--- config.mk ---
export PLATFORM = sky130hd
export DESIGN_NAME = ro_puf_controller
export DESIGN_NICKNAME = d
export VERILOG_FILES = /design/src/rtl/ro_puf_controller.sv
export SDC_FILE = /design/constraint.sdc
export NUM_CORES = 1
export LEC_CHECK = 0
export ABC_CLOCK_PERIOD_IN_PS = 2800
export CORE_MARGIN = 4
export CORE_UTILIZATION = 30
export CTS_CLUSTER_SIZE = 8
export DETAILED_ROUTE_END_ITERATION = 7
export PLACE_DENSITY = 0.56
export SYNTH_ARGS = -nofsm -noshare
export SYNTH_HDL_FRONTEND = slang
export SYNTH_SLANG_ARGS = --single-unit
--- constraint.sdc ---
create_clock -name clk -period 2.8 [get_ports clk]
set_input_delay 0.56 -clock clk [delete_from_list [all_inputs] [get_ports clk]]
set_output_delay 0.56 -clock clk [all_outputs]
set_load 0.02 [all_outputs]
--- src/rtl/ro_puf_controller.sv ---
// RO PUF challenge/response sequencer: steps the RO selector, runs the selected RO pair,
// counts synchronised edges over a fixed window and shifts one comparison bit per measurement.
module ro_puf_controller #(
  parameter int unsigned NUM_RO    = 8,
  parameter int unsigned SEL_W     = 3,
  parameter int unsigned CNT_W     = 16,
  parameter int unsigned WINDOW    = 1024,
  parameter int unsigned SETTLE    = 4,
  parameter int unsigned RESP_BITS = 8
) (
  input  logic                 clk,
  input  logic                 reset,
  input  logic                 start,
  input  logic [3:0]           challenge,
  output logic [3:0]           sel_seed,
  output logic                 sel_step,
  input  logic [SEL_W-1:0]     ro1_sel,
  input  logic [SEL_W-1:0]     ro2_sel,
  input  logic [NUM_RO-1:0]    ro_tick,
  output logic [NUM_RO-1:0]    ro_run,
  output logic                 busy,
  output logic [RESP_BITS-1:0] response,
  output logic                 response_valid,
  output logic                 tie_flag,
  output logic                 collision_flag
);

  localparam int unsigned TMR_MAX = (WINDOW > SETTLE) ? WINDOW : SETTLE;
  localparam int unsigned TMR_W   = $clog2(TMR_MAX + 1);
  localparam int unsigned IDX_W   = (RESP_BITS > 1) ? $clog2(RESP_BITS) : 1;
  localparam logic [CNT_W-1:0] CNT_MAX = '1;

  typedef enum logic [2:0] {
    ST_IDLE, ST_SELECT, ST_LATCH, ST_SETTLE, ST_MEASURE, ST_COMPARE, ST_DONE
  } state_t;

  state_t             state, state_nxt;
  logic [TMR_W-1:0]   timer;
  logic [IDX_W-1:0]   bit_idx;
  logic [SEL_W-1:0]   idx_a, idx_b;
  logic [CNT_W-1:0]   cnt1, cnt2;
  logic [NUM_RO-1:0]  tick_s1, tick_s2, tick_d;
  logic [NUM_RO-1:0]  tick_rise;
  logic [NUM_RO-1:0]  sel_mask, idx_mask, run_nxt;
  logic               last_bit;

  assign tick_rise = tick_s2 & ~tick_d;
  assign sel_mask  = (NUM_RO'(1) << ro1_sel) | (NUM_RO'(1) << ro2_sel);
  assign idx_mask  = (NUM_RO'(1) << idx_a) | (NUM_RO'(1) << idx_b);
  assign last_bit  = (bit_idx == IDX_W'(RESP_BITS - 1));

  // Two-flop synchroniser plus a delay flop for rising-edge detection of the RO taps
  always_ff @(posedge clk) begin
    if (reset) begin
      tick_s1 <= '0;
      tick_s2 <= '0;
      tick_d  <= '0;
    end else begin
      tick_s1 <= ro_tick;
      tick_s2 <= tick_s1;
      tick_d  <= tick_s2;
    end
  end

  // Next-state and next ro_run value
  always_comb begin
    state_nxt = state;
    run_nxt   = '0;
    case (state)
      ST_IDLE:    if (start) state_nxt = ST_SELECT;
      ST_SELECT:  state_nxt = ST_LATCH;
      ST_LATCH:   state_nxt = ST_SETTLE;
      ST_SETTLE:  if (timer == '0) state_nxt = ST_MEASURE;
      ST_MEASURE: if (timer == '0) state_nxt = ST_COMPARE;
      ST_COMPARE: state_nxt = last_bit ? ST_DONE : ST_SELECT;
      ST_DONE:    state_nxt = ST_IDLE;
      default:    state_nxt = ST_IDLE;
    endcase
    // idx_a/idx_b are only being captured on the LATCH edge, so use the selector outputs there
    if (state_nxt == ST_SETTLE || state_nxt == ST_MEASURE)
      run_nxt = (state == ST_LATCH) ? sel_mask : idx_mask;
  end

  always_ff @(posedge clk) begin
    if (reset) begin
      state          <= ST_IDLE;
      timer          <= '0;
      bit_idx        <= '0;
      idx_a          <= '0;
      idx_b          <= '0;
      cnt1           <= '0;
      cnt2           <= '0;
      sel_seed       <= '0;
      sel_step       <= 1'b0;
      ro_run         <= '0;
      busy           <= 1'b0;
      response       <= '0;
      response_valid <= 1'b0;
      tie_flag       <= 1'b0;
      collision_flag <= 1'b0;
    end else begin
      state          <= state_nxt;
      sel_step       <= (state_nxt == ST_SELECT);
      busy           <= (state_nxt != ST_IDLE);
      response_valid <= (state_nxt == ST_DONE);
      ro_run         <= run_nxt;

      // Single phase timer, reloaded on every state change
      if (state_nxt != state)
        timer <= (state_nxt == ST_SETTLE) ? TMR_W'(SETTLE - 1) : TMR_W'(WINDOW - 1);
      else if (timer != '0)
        timer <= timer - TMR_W'(1);

      case (state)
        ST_IDLE: begin
          if (start) begin
            sel_seed       <= challenge;
            tie_flag       <= 1'b0;
            collision_flag <= 1'b0;
            response       <= '0;
            bit_idx        <= '0;
          end
        end
        ST_LATCH: begin
          idx_a <= ro1_sel;
          idx_b <= ro2_sel;
          cnt1  <= '0;
          cnt2  <= '0;
          if (ro1_sel == ro2_sel) collision_flag <= 1'b1;
        end
        ST_MEASURE: begin
          if (tick_rise[idx_a] && cnt1 != CNT_MAX) cnt1 <= cnt1 + CNT_W'(1);
          if (tick_rise[idx_b] && cnt2 != CNT_MAX) cnt2 <= cnt2 + CNT_W'(1);
        end
        ST_COMPARE: begin
          // First measured bit ends up as the MSB
          response <= RESP_BITS'({response, (cnt1 > cnt2)});
          if (cnt1 == cnt2) tie_flag <= 1'b1;
          if (!last_bit) bit_idx <= bit_idx + IDX_W'(1);
        end
        default: ;
      endcase
    end
  end

endmodule

== Yosys cells after proc, flatten, opt, wreduce, memory -nomap -nowiden ==
Index checks and enable logic that the tools add are counted.

* Logic and storage cells: 101
* Flip-flop bits (word level): 104
* Output and inout port bits: 25
* Bits of input ports: 21

* Magnitude comparators: 3
* Add/subtract/negate cells: 4
* Shift-type cells: 4
* Equality and inequality tests: 21
* Multiplexer cells: 27
* Reductions and logical operators: 19
* Bitwise gates (word level): 5

{| class="wikitable"
|+ Operators with widths
! operator !! number
|-
| one-hot mux 16 bit (2 select lines) || 2
|-
| adder 16 x 1 -> 16 bit (second input constant) || 2
|-
| two-way mux 16 bit || 2
|-
| != test 16 bit (second input constant) || 2
|-
| << shifter 1 x 3 -> 8 bit (first input constant) || 4
|-
| two-way mux 11 bit || 2
|-
| two-way mux 3 bit || 6
|-
| one-hot mux 3 bit (6 select lines) || 1
|-
| equality test 16 bit || 1
|-
| > comparator 16 bit || 1
|-
| two-way mux 8 bit || 2
|-
| OR 8 bit || 2
|-
| one-hot mux 8 bit (2 select lines) || 1
|-
| equality test 3 bit (second input constant) || 5
|-
| logical NOT 11 bit || 1
|-
| nonzero test 11 bit || 1
|-
| subtractor 11 x 1 -> 11 bit (second input constant) || 1
|-
| two-way mux 10 bit || 1
|-
| != test 2 bit (second input constant) || 5
|-
| equality test 3 x 2 -> 1 bit (second input constant) || 3
|-
| AND reduction 3 bit || 3
|-
| AND 8 bit || 1
|-
| less-than comparator 3 x 4 -> 1 bit (second input constant) || 2
|-
| NOT 8 bit || 1
|-
| 17 further kinds || 31
|}

== Logic depth before layout (Yosys ltp) ==
* Depth after elaboration: 7
* Depth in mapped cells: 8
* Mapped depth without buffers: 7

== Worst setup path before layout ==
No wires, ideal clock.

* Kind: register to register
* Start point: register idx_a[1]
* End point: register cnt1[4]
* Cell stages (with the launch flop): 8
* Data arrival time: 1.941 ns
* Data required time: 2.668 ns
* Buffers on the path: 3
* Slack: 0.727 ns
* Cells stage by stage: dfxtp_1 buf_2 mux4_2 o22a_1 buf_2 buf_1 o41ai_1 a21oi_1

* Word-level cells in the longest chain between the ends: 5

{| class="wikitable"
|+ RTL lines
! element !! RTL line !! source
|-
| start: declaration || 40 || <nowiki>logic [SEL_W-1:0] idx_a, idx_b;</nowiki>
|-
| start signal: assignment || 125 || <nowiki>idx_a <= ro1_sel;</nowiki>
|-
| binary-select mux 1 bit (select 3 bit) || 132 || <nowiki>if (tick_rise[idx_a] && cnt1 != CNT_MAX) cnt1 <= cnt1 + CNT_W'(1);</nowiki>
|-
| two-way mux 1 bit (implied by the code) || 132 ||
|-
| logical AND 1 bit || 132 ||
|-
| != test 2 bit (no source line) || n/a ||
|-
| AND reduction 2 bit (no source line) || n/a ||
|-
| end signal: assignment || 132 ||
|-
| end: declaration || 41 || <nowiki>logic [CNT_W-1:0] cnt1, cnt2;</nowiki>
|}

Every way passes these cells. The select of a mux whose other input is x is not followed.
A chain may end at the register's enable or synchronous reset.

== Final worst setup path ==
* Start point: register idx_b[1]
* End point: register cnt2[8]

* Word-level cells in the longest chain between the ends: 5

{| class="wikitable"
|+ RTL lines
! element !! RTL line !! source
|-
| start: declaration || 40 ||
|-
| start signal: assignment || 126 || <nowiki>idx_b <= ro2_sel;</nowiki>
|-
| binary-select mux 1 bit (select 3 bit) || 133 || <nowiki>if (tick_rise[idx_b] && cnt2 != CNT_MAX) cnt2 <= cnt2 + CNT_W'(1);</nowiki>
|-
| two-way mux 1 bit (implied by the code) || 133 ||
|-
| logical AND 1 bit || 133 ||
|-
| != test 2 bit (no source line) || n/a ||
|-
| AND reduction 2 bit (no source line) || n/a ||
|-
| end signal: assignment || 133 ||
|-
| end: declaration || 41 ||
|}

Every way passes these cells. The select of a mux whose other input is x is not followed.

==> results.py <==
metrics = {
    "worst_setup_path": {
        "crit_required_ps": 3070,
        "cp_max_fo": 32,
        "cp-startpoint": "idx_b[1]",
        "cp-start-kind": "flip-flop",
        "crit_type": "reg2reg",
        "reg2reg_slack_ps": 280,
        "reg2regPathDepth": 4,
        "path_cells": "mux4_2 -> o22a_1 -> or4_1 -> a21oi_1",
        "rr_startpoint": "idx_b[1]",
        "cp-end-kind": "flip-flop",
        "arrival_ps": 2790,
        "slowest_stage": "or4_1",
        "critical_path.max_stage_delay_ps": 620,
    },
    "sta": {
        "finalHoldViolations": 0,
        "worst_pin_slew_ps": 881,
        "skew_ps": 7.92,
        "final-setup-viol-count": 0,
        "min_period_over_period": 0.900,
        "period_needed_ps": 2520,
        "slew_headroom": 0.413,
        "tns_ps": 0,
        "finalMaxSlewViolations": 0,
        "timing.final.ws_setup_ps": 279,
        "max_freq_mhz": 397,
        "rsz0062_at_grt": "no",
    },
    "floorplan": {
        "coreArea_sq_um": 17300,
        "io_pins": 46,
        "num_rows": 48,
        "dieArea_sq_um": 19800,
        "die_y_microns": 141,
        "start_util": 0.306,
        "die_w_microns": 141,
    },
    "min_path": {
        "holdCritStartpoint": "tick_s1[1]",
        "hold-path-cell-count": 1,
        "holdCritPathClass": "reg2reg",
    },
    "logic_synthesis": {
        "synth_edf_count": 0,
        "netlist.area_leader.share": 0.394,
        "synth_area_leader_cell": "dfxtp_1",
        "syn-cell-area_sq_um": 5290,
        "ys.flop_type": "dfxtp_1",
        "synth_area_per_cell_sq_um": 8.43,
        "ys_async_sr_fraction": 0,
        "synth_area_leaders": "dfxtp_1, ha_1, a21oi_1",
        "syn_nets": 669,
        "synthCells": 627,
        "yosysWarnings": 0,
        "synthDistinctLibCells": 60,
        "synth-seq-cells": 104,
        "ys_seq_area_frac": 0.394,
    },
    "place": {
        "port_buffers": 45,
        "placed_area_sq_um": 5940,
        "globalplace.congestion": 0.853,
        "place_hpwl_microns": 9170,
        "post-place-cells": 869,
        "place_ws_ps": 185,
    },
    "run_status": {
        "status": "complete, no violations",
    },
    "global_route": {
        "grt_pass1_wl_microns": 21300,
        "antenna_found_initial": 0,
        "overflow": 0,
        "grt_pass1_vias": 4426,
        "grt_usage": 0.130,
        "grt_start_max_net_pins": 58,
    },
    "power_and_ir_drop": {
        "ir_drop_v": 0.000339,
        "powerDensity_nw_per_um2": 514,
        "leakagePower_nw": 2.08,
    },
    "cells_and_area": {
        "fin_util": 0.362,
        "design.final.nets": 698,
        "area_delta_synth_final_pct": 18.4,
        "instances_no_fill": 886,
        "final-seq-area_sq_um": 2080,
        "antenna_cells": 0,
        "multi_input_area_sq_um": 2940,
        "final_cell_area_sq_um": 6260,
        "fillers": 1801,
        "drive_above_1_share": 0.0666,
    },
    "clocking": {
        "clkSinkCount": 104,
        "clkSlewWorstSetupHoldPaths_ps": 70,
        "ctsLongestPathBuffers": 2,
        "cts_htree_levels": 3,
        "postCtsSetupBuffers": 0,
        "cts_tree": "done",
        "cts_made_buffers": 9,
        "insertion_delay_ps": 350,
        "cts_root_buffer": "clkbuf_16",
    },
    "drt": {
        "vias_per_cell": 5.26,
        "wl_per_cell_microns": 14.5,
        "routed-via-count": 4660,
        "first_iter_violations": 280,
        "dr.pass1.iters": 4,
        "postRouteWirelength_microns": 12800,
        "drc": 0,
        "ant_nets": 0,
    },
    "flow_run": {
        "drv_cap": 0,
    },
}
cell families after synthesis:
family,Yosys count,share of synthesized area
AOI/OAI and AO/OA,134,0.168
xor gates and xnor gates,10,0.0166
adders and majority gates,21,0.0497
buffers and inverters,68,0.0504
DFF,104,0.394
muxes,6,0.0208
and+or+nand+nor,284,0.301
final timing paths:
check,endpoint
setup / recovery,cnt2[8]
hold / removal,tick_s2[1]
setup reg to reg,cnt2[8]
hold reg to reg,tick_s2[1]
through the flow:
| step | total power [mW] | hold WS, ps |
|---|---|---|
| after floorplan | 1.83 | 414 |
| after global placement | 1.94 | 416 |
| after detailed placement | 1.95 | 426 |
| after CTS | 3.26 | 444 |
| after global routing | 3.37 | 461 |
| final | 3.21 | 441 |
critical path, delay by kind of cell (launching register included):
family | cells | cell delay (ps)
AOI/OAI and AO/OA | 2 | 680
DFF | 1 | 580
muxes | 1 | 550
and+or+nand+nor | 1 | 620
flip-flops by register name, indices dropped and copies added (netlist names), 3 cells and up:
register	flops
idx_b	3
bit_idx	3
tick_s2	8
timer	11
idx_a	3
state	3
tick_s1	8
sel_seed	4
tick_d	8
response	8
ro_run	8
cnt2	16
cnt1	16
layout by cell type, fill, tap and decap left out, types with 15 or more instances in the layout:
master           count
nand2b_1            15
dfxtp_1            104
ha_1                21
a21oi_1             49
nor2_1              43
nand3_1             17
nor3_1              17
nor2b_1             30
or4_1               16
nand2_1             64
inv_1               28
clkdlybuf4s50_1     44
Yosys cell counts (15+ instances only):
cell	number
nor2_1	43
or4_1	16
nand2_1	64
nand2b_1	15
nor2b_1	30
dfxtp_1	104
a21oi_1	49
ha_1	21
inv_1	28
clkbuf_1	33
nor3_1	17
nand3_1	17
layer usage:
layer | global-route usage | vias up | part of all wire
li1 | - | 2334 | -
met1 | 0.168 | 2200 | 0.47
met2 | 0.208 | 108 | 0.47
met3 | 0.0312 | 18 | 0.042
met4 | 0.0561 | 0 | 0.019
met5 | 0 | - | 0
timing repair:
| action | in CTS | in global routing |
|---|---|---|
| endpoints found under the setup margin | 0 | 1 |
| hold buffers | 0 | 0 |
| gates resized for setup | 0 | 1 |
layout make-up:
type,count,share of cell area
tap,225,0.0450
clock inverter,6,0.0106
timing repair buffer,58,0.0864
inverter,28,0.0168
clock buffer,10,0.0382
sequential,104,0.333
multi-input combinational,455,0.470
power by group:
| group | switching (mW) | leakage, nW | internal (mW) | total [mW] |
|---|---|---|---|---|
| Clock | 0.571 | 0.153 | 0.721 | 1.29 |
| Sequential | 0.0522 | 0.847 | 1.53 | 1.58 |
| Combinational | 0.191 | 1.08 | 0.152 | 0.342 |
No activity file was read; power rests on OpenSTA's default activity.
